**src/rtl/sap_cpu_pkg.sv**
```systemverilog
`default_nettype none
// ============================================================================
// sap_cpu_pkg : opcodes, FSM state type and per-opcode final-state lookup
// Revision    : 1.0
// ============================================================================
package sap_cpu_pkg;

    localparam logic [3:0] c_op_nop = 4'h0;
    localparam logic [3:0] c_op_lda = 4'h1;
    localparam logic [3:0] c_op_add = 4'h2;
    localparam logic [3:0] c_op_sub = 4'h3;
    localparam logic [3:0] c_op_sta = 4'h4;
    localparam logic [3:0] c_op_ldi = 4'h5;
    localparam logic [3:0] c_op_jmp = 4'h6;
    localparam logic [3:0] c_op_jc  = 4'h7;
    localparam logic [3:0] c_op_jz  = 4'h8;
    localparam logic [3:0] c_op_out = 4'hE;
    localparam logic [3:0] c_op_hlt = 4'hF;

    typedef enum logic [2:0] {
        ST_STOP = 3'd0,
        ST_F1   = 3'd1,
        ST_F2   = 3'd2,
        ST_E1   = 3'd3,
        ST_E2   = 3'd4,
        ST_E3   = 3'd5,
        ST_HALT = 3'd6
    } state_t;

    // Execute state that ends the instruction; unknown opcodes behave as NOP.
    function automatic state_t last_state(input logic [3:0] op);
        case (op)
            c_op_lda, c_op_sta: return ST_E2;
            c_op_add, c_op_sub: return ST_E3;
            default:            return ST_E1;
        endcase
    endfunction

endpackage
`default_nettype wire

```
**src/rtl/sap_alu.sv**
```systemverilog
`default_nettype none
// ============================================================================
// sap_alu : combinational DATA_W adder/subtractor with carry and zero
// Revision: 1.0
// ============================================================================
module sap_alu #(
    parameter int DATA_W = 8
) (
    input  logic [DATA_W-1:0] a,
    input  logic [DATA_W-1:0] b,
    input  logic              sub,
    output logic [DATA_W-1:0] result,
    output logic              carry,
    output logic              zero
);

    logic [DATA_W-1:0] w_b_eff;
    logic [DATA_W:0]   w_sum;

    // Subtract as A + ~B + 1 so carry reads as "no borrow".
    assign w_b_eff = sub ? ~b : b;
    assign w_sum   = {1'b0, a} + {1'b0, w_b_eff} + {{DATA_W{1'b0}}, sub};
    assign result  = w_sum[DATA_W-1:0];
    assign carry   = w_sum[DATA_W];
    assign zero    = (w_sum[DATA_W-1:0] == '0);

endmodule
`default_nettype wire

```
**src/rtl/sap_cpu_core.sv**
```systemverilog
`default_nettype none
// ============================================================================
// sap_cpu_core : parametrised SAP-style accumulator CPU with loadable RAM
// Revision     : 1.0
// ============================================================================
module sap_cpu_core
    import sap_cpu_pkg::*;
#(
    parameter int DATA_W = 8,
    parameter int ADDR_W = 4
) (
    input  logic              clk,
    input  logic              rst_n,
    input  logic              run,
    input  logic              prog_we,
    input  logic [ADDR_W-1:0] prog_addr,
    input  logic [DATA_W-1:0] prog_data,
    output logic [DATA_W-1:0] out_value,
    output logic              out_valid,
    output logic              halted,
    output logic              running,
    output logic              carry,
    output logic              zero,
    output logic [ADDR_W-1:0] pc
);

    state_t            r_state;
    state_t            w_next;
    logic [ADDR_W-1:0] r_pc;
    logic [ADDR_W-1:0] r_mar;
    logic [DATA_W-1:0] r_ir;
    logic [DATA_W-1:0] r_a;
    logic [DATA_W-1:0] r_b;
    logic [DATA_W-1:0] r_out;
    logic              r_out_valid;
    logic              r_carry;
    logic              r_zero;
    logic [DATA_W-1:0] r_ram [2**ADDR_W];

    logic [3:0]        w_opcode;
    logic [ADDR_W-1:0] w_operand;
    logic [DATA_W-1:0] w_ram_rd;
    logic [DATA_W-1:0] w_alu_res;
    logic              w_alu_carry;
    logic              w_alu_zero;
    logic              w_idle;
    logic              w_sta_we;
    logic              w_ram_we;
    logic [ADDR_W-1:0] w_ram_waddr;
    logic [DATA_W-1:0] w_ram_wdata;

    assign w_opcode  = r_ir[DATA_W-1 -: 4];
    assign w_operand = r_ir[ADDR_W-1:0];
    assign w_ram_rd  = r_ram[r_mar];

    sap_alu #(.DATA_W(DATA_W)) u_alu (
        .a      (r_a),
        .b      (r_b),
        .sub    (w_opcode == c_op_sub),
        .result (w_alu_res),
        .carry  (w_alu_carry),
        .zero   (w_alu_zero)
    );

    always_ff @(posedge clk) begin
        if (!rst_n) begin
            r_state <= ST_STOP;
        end else begin
            r_state <= w_next;
        end
    end

    always_comb begin
        w_next = r_state;
        case (r_state)
            ST_STOP: if (run) w_next = ST_F1;
            ST_F1:   w_next = ST_F2;
            ST_F2:   w_next = ST_E1;
            ST_E1, ST_E2, ST_E3: begin
                if (w_opcode == c_op_hlt) begin
                    w_next = ST_HALT;
                end else if (r_state == last_state(w_opcode)) begin
                    w_next = run ? ST_F1 : ST_STOP;
                end else if (r_state == ST_E1) begin
                    w_next = ST_E2;
                end else begin
                    w_next = ST_E3;
                end
            end
            ST_HALT: if (!run) w_next = ST_STOP;
            default: w_next = ST_STOP;
        endcase
    end

    always_ff @(posedge clk) begin
        if (!rst_n) begin
            r_pc        <= '0;
            r_mar       <= '0;
            r_ir        <= '0;
            r_a         <= '0;
            r_b         <= '0;
            r_out       <= '0;
            r_out_valid <= 1'b0;
            r_carry     <= 1'b0;
            r_zero      <= 1'b0;
        end else begin
            r_out_valid <= 1'b0;
            case (r_state)
                ST_F1: r_mar <= r_pc;
                ST_F2: begin
                    r_ir <= w_ram_rd;
                    r_pc <= r_pc + 1'b1;
                end
                ST_E1: begin
                    case (w_opcode)
                        c_op_lda, c_op_add, c_op_sub, c_op_sta: r_mar <= w_operand;
                        c_op_ldi: r_a <= {4'b0000, r_ir[DATA_W-5:0]};
                        c_op_jmp: r_pc <= w_operand;
                        c_op_jc:  if (r_carry) r_pc <= w_operand;
                        c_op_jz:  if (r_zero)  r_pc <= w_operand;
                        c_op_out: begin
                            r_out       <= r_a;
                            r_out_valid <= 1'b1;
                        end
                        c_op_nop: ;
                        default:  ;
                    endcase
                end
                ST_E2: begin
                    if (w_opcode == c_op_lda) begin
                        r_a <= w_ram_rd;
                    end else if (w_opcode == c_op_add || w_opcode == c_op_sub) begin
                        r_b <= w_ram_rd;
                    end
                end
                ST_E3: begin
                    if (w_opcode == c_op_add || w_opcode == c_op_sub) begin
                        r_a     <= w_alu_res;
                        r_carry <= w_alu_carry;
                        r_zero  <= w_alu_zero;
                    end
                end
                ST_HALT: if (!run) r_pc <= '0;
                default: ;
            endcase
        end
    end

    // RAM is deliberately outside reset so a loaded program survives it;
    // gating on rst_n keeps a reset edge from completing a pending store.
    assign w_idle      = (r_state == ST_STOP) || (r_state == ST_HALT);
    assign w_sta_we    = (r_state == ST_E2) && (w_opcode == c_op_sta);
    assign w_ram_we    = rst_n && (w_sta_we || (prog_we && w_idle));
    assign w_ram_waddr = w_sta_we ? r_mar : prog_addr;
    assign w_ram_wdata = w_sta_we ? r_a   : prog_data;

    always_ff @(posedge clk) begin
        if (w_ram_we) begin
            r_ram[w_ram_waddr] <= w_ram_wdata;
        end
    end

    assign out_value = r_out;
    assign out_valid = r_out_valid;
    assign halted    = (r_state == ST_HALT);
    assign running   = !w_idle;
    assign carry     = r_carry;
    assign zero      = r_zero;
    assign pc        = r_pc;

endmodule
`default_nettype wire

```
**config.mk**
```make
export PLATFORM = sky130hd
export DESIGN_NAME = sap_cpu_core
export DESIGN_NICKNAME = d
export VERILOG_FILES = /design/src/rtl/sap_cpu_pkg.sv /design/src/rtl/sap_alu.sv /design/src/rtl/sap_cpu_core.sv
export SDC_FILE = /design/constraint.sdc
export NUM_CORES = 1
export LEC_CHECK = 0
export ABC_AREA = 1
export BUFFER_PORTS_ARGS = -buffer_cell sky130_fd_sc_hd__buf_2
export CORE_ASPECT_RATIO = 1.2
export CORE_MARGIN = 4
export CORE_UTILIZATION = 55
export CTS_CLUSTER_DIAMETER = 100
export DETAILED_ROUTE_END_ITERATION = 8
export PLACE_DENSITY = 0.72
export SYNTH_ARGS = -nofsm -noshare
export SYNTH_HDL_FRONTEND = slang
export SYNTH_HIERARCHICAL = 1
export SYNTH_SLANG_ARGS = --single-unit
```
**constraint.sdc**
```tcl
create_clock -name clk -period 3.26 [get_ports clk]
set_clock_uncertainty 0.1 [all_clocks]
set_input_delay 0.652 -clock clk [delete_from_list [all_inputs] [get_ports clk]]
set_output_delay 0.652 -clock clk [all_outputs]
set_load 0.02 [all_outputs]
```
==> results.md, run 1 <==
* Critical-path maximum fanout at 8
* CTS tree: yes
* Die area at about 17000 µm²
* Worst Hold Class: reg -> reg
* Crit Path Class: reg -> reg
* Mapped Area at 8250 µm²
* Root Buffer: clkbuf_16
* Cell taking the most area after synthesis: edfxtp_1
* Number of synthesized flops with an enable pin at about 130
* Crit share post-route at 79.5%
* Layout Cells excl Fill at between 1000 and 1500
* Ys async rst share at 0%
* CTS Sinks at 178
* Setup crit end: zero
* Wire per inst at between 15 and 20 µm
* Hpwl dp at approximately 13000 µm
* Tmin final at between 2000 and 3000 ps
* Area added between synthesis and finish at 12.7%
* Library cells used by synthesis at 37
* Port buffer count at 32
* Synthesized flop and latch total at 178
* N_diodes at 0
* H-tree depth at 4
* CP max stage cell: fa_1
* Max Cap Violations at 0
* Ys Warns at 6
* # IOs at 33
* Core Util, Final at between 60% and 70%
* Fin. Hold Viols at 0
* Post-cts hold buffer count at 0
* Slew Viols, Final at 0
* R2R depth at 19
* Worst reg-to-reg setup slack at ~670 ps
* Dominant synthesized flop cell: edfxtp_1
* Most frequent cells in the layout: 278 x nand2_1, 128 x edfxtp_1, 91 x inv_1
* Sum Neg Setup Slack at 0 ps
* Rel. slew slack at between 10% and 20%
* Routed Wire Length at 18800 µm
* Worst-path clk slew at roughly 70 ps
* Critical-path cell list: nor2_2, inv_1, nor2_1, buf_4, nand2_4, nand2_4, inv_1, fa_1, inv_1, nand3_1, nand2_1, nand2_1, nand2_1, nand2_1, nand2_2, nand2_2, nor2_2, o21ai_0, a21oi_1
* Syn_nets at roughly 950
* Synth Instances at 927
* RR Endpoint: zero
* Die Height at ~140 µm
* Core area at 14500 µm²
* Final setup violation count at 0
* Routability congestion estimate at between 0.9 and 1
* Global-route wire length before repair at approximately 30000 µm
* Peak Freq at 386 MHz
* Die X-Extent at 120 µm
* Clock Latency Late Sink at about 430 ps
* Layout cells sized above 1 at between 10% and 20%
* Hold_ws at roughly 400 ps
* DRC viols at 0
* Required time worst endpoint at 3530 ps
* Post-CTS Resized at 0
* Status: finished, final reports clean
* Via count at between 6000 and 7000
* PD cells at 609 nW/µm²
* Static Leak at roughly 0.0041 µW
* Worst ir drop on vdd at between 0.3 and 0.4 mV
* Initial antenna violation count at 0
* # rows at 48
* Num CTS Buffers at 17
* ANT nets after route at 0
* Initial core utilization at a little under three fifths
* Sequential area share after synthesis at 58.7%
* Commonest non-fill, non-tap cell in the layout: nand2_1
* Largest net degree at the start of global routing at 67
* Clock Tree Buf Depth at 2
* Crit end category: register
* Placed Cells at between 1000 and 1500
* CP startpoint kind: register
* Crit path DAT at about 2900 ps
* Max incr delay on CP at 390 ps
* Final #Nets at ~1000
* Area contributors post-synth: edfxtp_1 47%, nand2_1 13%, dfxtp_1 12%, nand3_1 4.6%, inv_1 4.1%
* Most frequent CP cell: nand2_1
* Grt total ovfl at 0
* Postcts setup bufs at 0
* Measured slew at the worst slew-check pin at 1200 ps
* Synth Area per Inst at between 8 and 9 µm²
* Via density at ~5.2
* Worst reg2reg startpoint: r_ir[7]
* DR pass1 iterations at 5
* RSZ-0062 raised after global routing: false
* 1st-iter DRT viols at between 400 and 500
* Top cell type's share of synthesized area at around 47%
* Crit. Startpoint: r_ir[7]
* GRT Total Usage at a little under a quarter
* Number of global-route vias before repair at slightly below 6000
[cell type report]
| cell class | count | area (µm²) |
|---|---|---|
| fill | 1205 | 5240 |
| sequential | 178 | 4850 |
| multi-input combinational | 612 | 2860 |
| clock buffer | 17 | 425 |
| timing repair buffer | 60 | 395 |
| inverter | 103 | 387 |
| tap | 200 | 250 |
| clock inverter | 15 | 134 |
[per-layer routing]
layer	part of all wire, %	global-route usage [%]	up-vias
li1	-	-	3131
met5	0	0	-
met3	4.8	3.42	26
met4	2.4	8.56	0
met1	41	28.6	2884
met2	52	41.0	179
[stage by stage]
step / power [µW] / cell area, µm² / setup WS [ps]
final: 5660 / 9290 / 668
after global placement: 3770 / 8730 / 740
after global routing: 5940 / 9290 / 396
after detailed placement: 3790 / 8730 / 680
after floorplan: 3430 / 8250 / 933
after CTS: 5670 / 9290 / 666
[kinds of logic after synthesis]
family          Yosys count  synth area share [%]
fa+ha+maj                 9                  1.46
compound gates          132                  8.45
simple gates            461                  23.7
flops                   178                  58.7
xor+xnor                 10                  1.06
buf+inv                 137                  6.64
[worst min-delay path by stage]
| stage | from | end | slack (ps) | depth (start not counted) |
|---|---|---|---|---|
| 6_report | pc[3] | pc[3] | 400 | 2 |
| 3_3_place_gp | pc[3] | pc[3] | 390 | 2 |
| 2_1_floorplan | r_mar[3] | register | 350 | 2 |
| 3_5_place_dp | pc[3] | pc[3] | 400 | 2 |
| 5_1_grt | r_a[3] | out_value[3] | 450 | 2 |
| 4_1_cts | pc[3] | pc[3] | 410 | 2 |
[state kept, by name (all words and copies together), names as in the netlist, named ones only]
register   flops
r_ram        128
out_value      8
r_a            8
r_b            8
r_ir           8
pc             4
r_mar          4
r_state        3
carry          1
out_valid      1
zero           1
[synthesized netlist by cell type (all sizes together) (3+ instances only)]
library cell  count
nand2           290
edfxtp          128
inv             102
nor2             86
nand3            77
o21ai            75
dfxtp            50
a21oi            49
buf              18
clkbuf           16
ha                8
xor2              8
nand4             5
o211ai            3
[where the power goes]
part	internal [µW]	switching, µW
Clock	1060	859
Sequential	2510	68.1
Combinational	351	818
Total	3910	1740
[critical path, delay by kind of cell (launching register included)]
family,cells,cell delay (ps)
DFF,1,380
and+or+nand+nor,12,1070
AOI/OAI and AO/OA,2,200
buffers and inverters,4,380
adders and majority gates,1,390
No activity file was read; power rests on OpenSTA's default activity.
==> run 2: changes to the inputs <==
Settings changed: ABC_AREA 1 to 0.
Clock period 3.26 ns to 2.48 ns, I/O delays scaled along.
==> run 2 against run 1 <==
Setup slack worse by 1000 ps. The flow now finishes with violations (setup timing). Critical path depth is 7 lower. Combinational power is 48% higher. Flip-flop and latch count stayed put.
==> results.md, run 2 <==
* Status: finished with violations
* Failing checks: setup timing
* Final #Nets at 676
* Static Leak at 0.00328 µW
* Final setup violation count at 5
* RSZ-0062 raised after global routing: true
* Crit Path Class: reg -> reg
* ANT nets after route at 0
* Largest net degree at the start of global routing at 33
* Clock Tree Buf Depth at 2
* Num CTS Buffers at 17
* Area added between synthesis and finish at 17.5%
* Crit end category: register
* Via density at about 6
* Tmin final at 2820 ps
* H-tree depth at 4
* Top reg by flops: r_ram
* Number of synthesized flops with an enable pin at between 100 and 150
* Top cell type's share of synthesized area at 49.1%
* Hold_ws at ~330 ps
* PD cells at 840 nW/µm²
* Die X-Extent at 117 µm
* Hpwl dp at roughly 12000 µm
* Fillers at just under 1000
* Worst Hold Class: in -> reg
* Ys async rst share at 0%
* Syn_nets at between 500 and 600
* Synth Instances at 567
* Layout cells sized above 1 at 28.5%
* Dominant synthesized flop cell: edfxtp_1
* Routed Wire Length at between 15000 and 20000 µm
* Setup ws final at -345 ps
* Cell taking the most area after synthesis: edfxtp_1
* Initial core utilization at a little under three fifths
* Die Height at 139 µm
* Layout Cells excl Fill at 834
* Wire per inst at 21.4 µm
* Global-route wire length before repair at between 20000 and 30000 µm
* Post-cts hold buffer count at 0
* Mapped Area at roughly 8000 µm²
* CTS tree: yes
* # IOs at 33
* GRT Total Usage at 23.0%
* Commonest non-fill, non-tap cell in the layout: edfxtp_1
* Number of flip-flops in the largest register at roughly 130
* Number of global-route vias before repair at between 5000 and 6000
* Ys Warns at 6
* Initial antenna violation count at 0
* Fin. Hold Viols at 0
* Clock Latency Late Sink at around 430 ps
* Core area at between 10000 and 15000 µm²
* Sequential area share after synthesis at between 60% and 70%
* Area contributors post-synth: edfxtp_1 49%, dfxtp_1 13%, mux4_2 6.3%, mux4_1 3.4%, nor2_1 2.1%
* Root Buffer: clkbuf_16
* Crit share post-route at 114%
* CTS Sinks at 178
* Most frequent cells in the layout: 128 x edfxtp_1, 56 x buf_4, 47 x dfxtp_1
* Most numerous cell in the Yosys netlist: edfxtp_1
* DR pass1 iterations at 5
* Peak Freq at between 300 and 400 MHz
* Synth top cells by count: 128 x edfxtp_1, 50 x dfxtp_1, 44 x nor2_1, 41 x nand2_1, 26 x o21ai_0
* Measured slew at the worst slew-check pin at between 600 and 700 ps
* Grt total ovfl at 0
* Worst ir drop on vdd at roughly 0.6 mV
* Routability congestion estimate at between 0.9 and 1
* Slew Viols, Final at 0
* Rel. slew slack at between 50% and 60%
* Worst-path clk slew at ~70 ps
* Synthesized flop and latch total at 178
* Crit path DAT at 3090 ps
* N_diodes at 0
* Sum Neg Setup Slack at -878 ps
* Port buffer count at 32
* Synth Area per Inst at 13.8 µm²
* Required time worst endpoint at 2750 ps
* DRC viols at 0
* 1st-iter DRT viols at about 600
* Die area at 16200 µm²
* CP startpoint kind: register
* Core Util, Final at 66.3%
* Library cells used by synthesis at a little under 60
* Critical-path maximum fanout at 6
* # rows at 47
* Placed Cells at approximately 800
* Via count at ~5100
* Max Cap Violations at 0
==> run 2: timing repair <==
item	4_1_cts	5_1_grt
gates resized for setup	2	28
setup endpoints to repair	4	113
buffers inserted	3	4
pin swaps	6	12
==> run 2: cells by family (layout without fill, tap and decap cells) <==
group,count (synthesis),after routing,synth area share (%)
multiplexers,56,56,12.9
AO/OA/AOI/OAI,116,116,9.63
buffers and inverters,43,139,2.91
flip-flops,178,178,61.9
AND/OR/NAND/NOR,150,150,9.46
XOR/XNOR,15,15,1.68
adder cells (fa/ha/maj),9,9,1.53
==> run 2: path summary, 6_finish.rpt <==
path,startpoint,end,slack [ps],cells after the start
setup / recovery,r_ir[5],zero,-340,12
hold / removal,rst_n,r_ir[4],330,3
setup reg to reg,r_ir[5],zero,-340,12
hold reg to reg,r_b[7],r_b[7],380,2
==> run 2: metal layers <==
layer / up-vias / wire length (µm) / global-route usage (%)
met5: - / 0 / 0
met4: 0 / 546 / 8.82
met3: 40 / 919 / 5.46
met2: 181 / 9250 / 37.4
met1: 2480 / 7140 / 29.7
li1: 2358 / - / -
==> run 2: cell type report <==
cell class | count | area, µm² | area share (%)
well taps | 171 | 214 | 2.32
clock inverters | 14 | 115 | 1.25
multi-input cells | 346 | 2880 | 31.2
flip-flops and latches | 178 | 4850 | 52.7
clock buffers | 17 | 425 | 4.62
repair buffers | 95 | 677 | 7.35
inverters | 13 | 48.8 | 0.530
==> run 2: metrics by stage <==
step / power (µW) / instance area, µm² / worst slack, ps
global route: 8040 / 9200 / -472
floorplan: 4640 / 7870 / -360
CTS: 7670 / 9080 / -317
global placement: 5140 / 8510 / -231
detailed placement: 5190 / 8510 / -318
finish: 7730 / 9200 / -345
==> run 2: worst max-delay path: stages, from the launching register on <==
cell and delay (ps):
dfxtp_2 330, nor2b_4 140, nor3b_4 190, buf_6 150, xor2_1 150, ha_1 260
a21o_1 180, a21o_1 170, a211o_1 270, a221o_1 360, nor4b_2 220, nand3_1 90
a21oi_1 140
==> run 2: power by group <==
group | total [µW] | switching (µW) | internal [µW]
logic | 1730 | 988 | 746
clock network | 2490 | 1120 | 1370
registers | 3510 | 158 | 3350
total | 7730 | 2260 | 5470
==> run 3: changes to the inputs <==
Settings changed: CORE_MARGIN 4 to 8.
==> run 3 against run 2 <==
The run still ends with setup timing left. Die area is 13% higher. Combinational power hardly changed. Setup slack better by 59 ps. Hold slack better by 13 ps. Clock power is 8.4% higher. First-iteration DRC count is 26% lower. Routed wire length is 0.22% lower. Critical path type unchanged. Largest power group unchanged.
==> results.md, run 3 (synthesis gave the netlist of run 2 again) <==
* Grt total ovfl at 0
* Critical-path maximum fanout at 6
* Number of flip-flops in the largest register at between 100 and 150
* Routed Wire Length at ~18000 µm
* DRC viols at 0
* CP startpoint kind: register
* Most frequent cells in the layout: 128 x edfxtp_1, 57 x buf_4, 48 x dfxtp_1
* Worst-path clk slew at about 70 ps
* Global-route wire length before repair at 28200 µm
* Final #Nets at slightly below 700
* CP max stage cell: dfxtp_2
* Tmin final at ~2800 ps
* Num CTS Buffers at 17
* Layout cells sized above 1 at roughly 28%
* Via count at about 5000
* Die Height at 147 µm
* Post-cts hold buffer count at 0
* RSZ-0062 raised after global routing: true
* Max incr delay on CP at ~330 ps
* Crit share post-route at 112%
* ANT nets after route at 0
* Most frequent CP cell: a21o_1
* Clock Tree Buf Depth at 2
* Crit Path Class: reg -> reg
* Failing checks: setup timing
* DR pass1 iterations at 5
* Static Leak at 0.00330 µW
* Initial core utilization at around 56%
* Worst Hold Class: in -> reg
* Port buffer count at 32
* Peak Freq at 362 MHz
* # IOs at 33
* Rel. slew slack at a little under three fifths
* GRT Total Usage at 20.2%
* Critical-path cell list: nor2b_4, nor3b_2, buf_6, xor2_2, ha_1, a21o_1, a21o_1, a211o_1, a221o_1, nor4b_2, nand3_1, a21oi_1
* N_diodes at 0
* Core area at roughly 14000 µm²
* Hpwl dp at between 10000 and 15000 µm
* Largest net degree at the start of global routing at 33
* Initial antenna violation count at 0
* CTS tree: yes
* Slew Viols, Final at 0
* Via density at between 6 and 7
* Crit end category: register
* Final setup violation count at 3
* Die X-Extent at approximately 120 µm
* Number of global-route vias before repair at 5191
* Fillers at 1002
* CTS Sinks at ~180
* Commonest non-fill, non-tap cell in the layout: edfxtp_1
* H-tree depth at 4
* Layout Cells excl Fill at around 830
* Worst ir drop on vdd at ~0.57 mV
* Placed Cells at 800
* Status: finished with violations
* Area added between synthesis and finish at 17.4%
* Crit path DAT at between 3000 and 4000 ps
* Routability congestion estimate at roughly 0.84
* Max Cap Violations at 0
* Pre-CTS setup slack at -312 ps
* Die area at approximately 18000 µm²
* Fin. Hold Viols at 0
* Top reg by flops: r_ram
* 1st-iter DRT viols at roughly 450
* Root Buffer: clkbuf_16
* Setup ws final at -286 ps
* Measured slew at the worst slew-check pin at between 600 and 700 ps
* PD cells at around 860 nW/µm²
* # rows at 47
* Wire per inst at 21.4 µm
* Required time worst endpoint at ~2700 ps
* Clock Latency Late Sink at ~430 ps
==> run 3: per-stage QoR <==
step / power [µW] / instance area (µm²) / hold WS, ps / TNS (ps) / util, %
after CTS: 7940 / 9160 / 317 / -672 / 66.0
final: 7930 / 9190 / 347 / -618 / 66.2
after detailed placement: 5240 / 8530 / 360 / -841 / 61.4
after global routing: 8250 / 9190 / 346 / -1790 / 66.2
after floorplan: 4640 / 7870 / 339 / -485 / -
after global placement: 5200 / 8530 / 355 / -439 / 61.4
==> run 3: where the power goes <==
group / internal [µW] / switching (µW)
Clock: 1510 / 1190
Sequential: 3350 / 153
Combinational: 743 / 981
==> run 3: final timing paths <==
kind / from / end / slack (ps) / cells after the start
hold / removal: rst_n / pc[0] / 350 / 2
setup reg to reg: r_ir[5] / zero / -290 / 12
hold reg to reg: r_b[7] / r_b[7] / 380 / 2
setup / recovery: r_ir[5] / zero / -290 / 12
==> run 3: repair_timing <==
action                                  CTS  global route
pin swaps                                 5             3
resized for setup                        10             5
setup buffers                             1             0
endpoints found under the setup margin    6            68
==> run 3: area by class of cell <==
type	count	area [µm²]	share of cell area, %
clock buffer	17	425	4.63
tap	171	214	2.33
multi-input combinational	346	2840	30.9
timing repair buffer	93	651	7.08
inverter	13	48.8	0.531
clock inverter	15	168	1.82
sequential	178	4850	52.7
==> run 3: routing by layer <==
metal,GRT usage [%],vias to the layer above,part of all wire (%)
met1,23.4,2493,41
li1,-,2349,-
met5,0,-,0
met2,33.5,143,50
met4,12.2,0,4.3
met3,4.78,48,4.5
==> run 3: worst max-delay path: cells and delay by family, from the launching register on <==
| family | cells | cell delay [ps] |
|---|---|---|
| AOI/OAI and AO/OA | 5 | 1080 |
| xor gates and xnor gates | 1 | 130 |
| adders and majority gates | 1 | 250 |
| buffers and inverters | 1 | 170 |
| DFF | 1 | 330 |
| and+or+nand+nor | 4 | 630 |
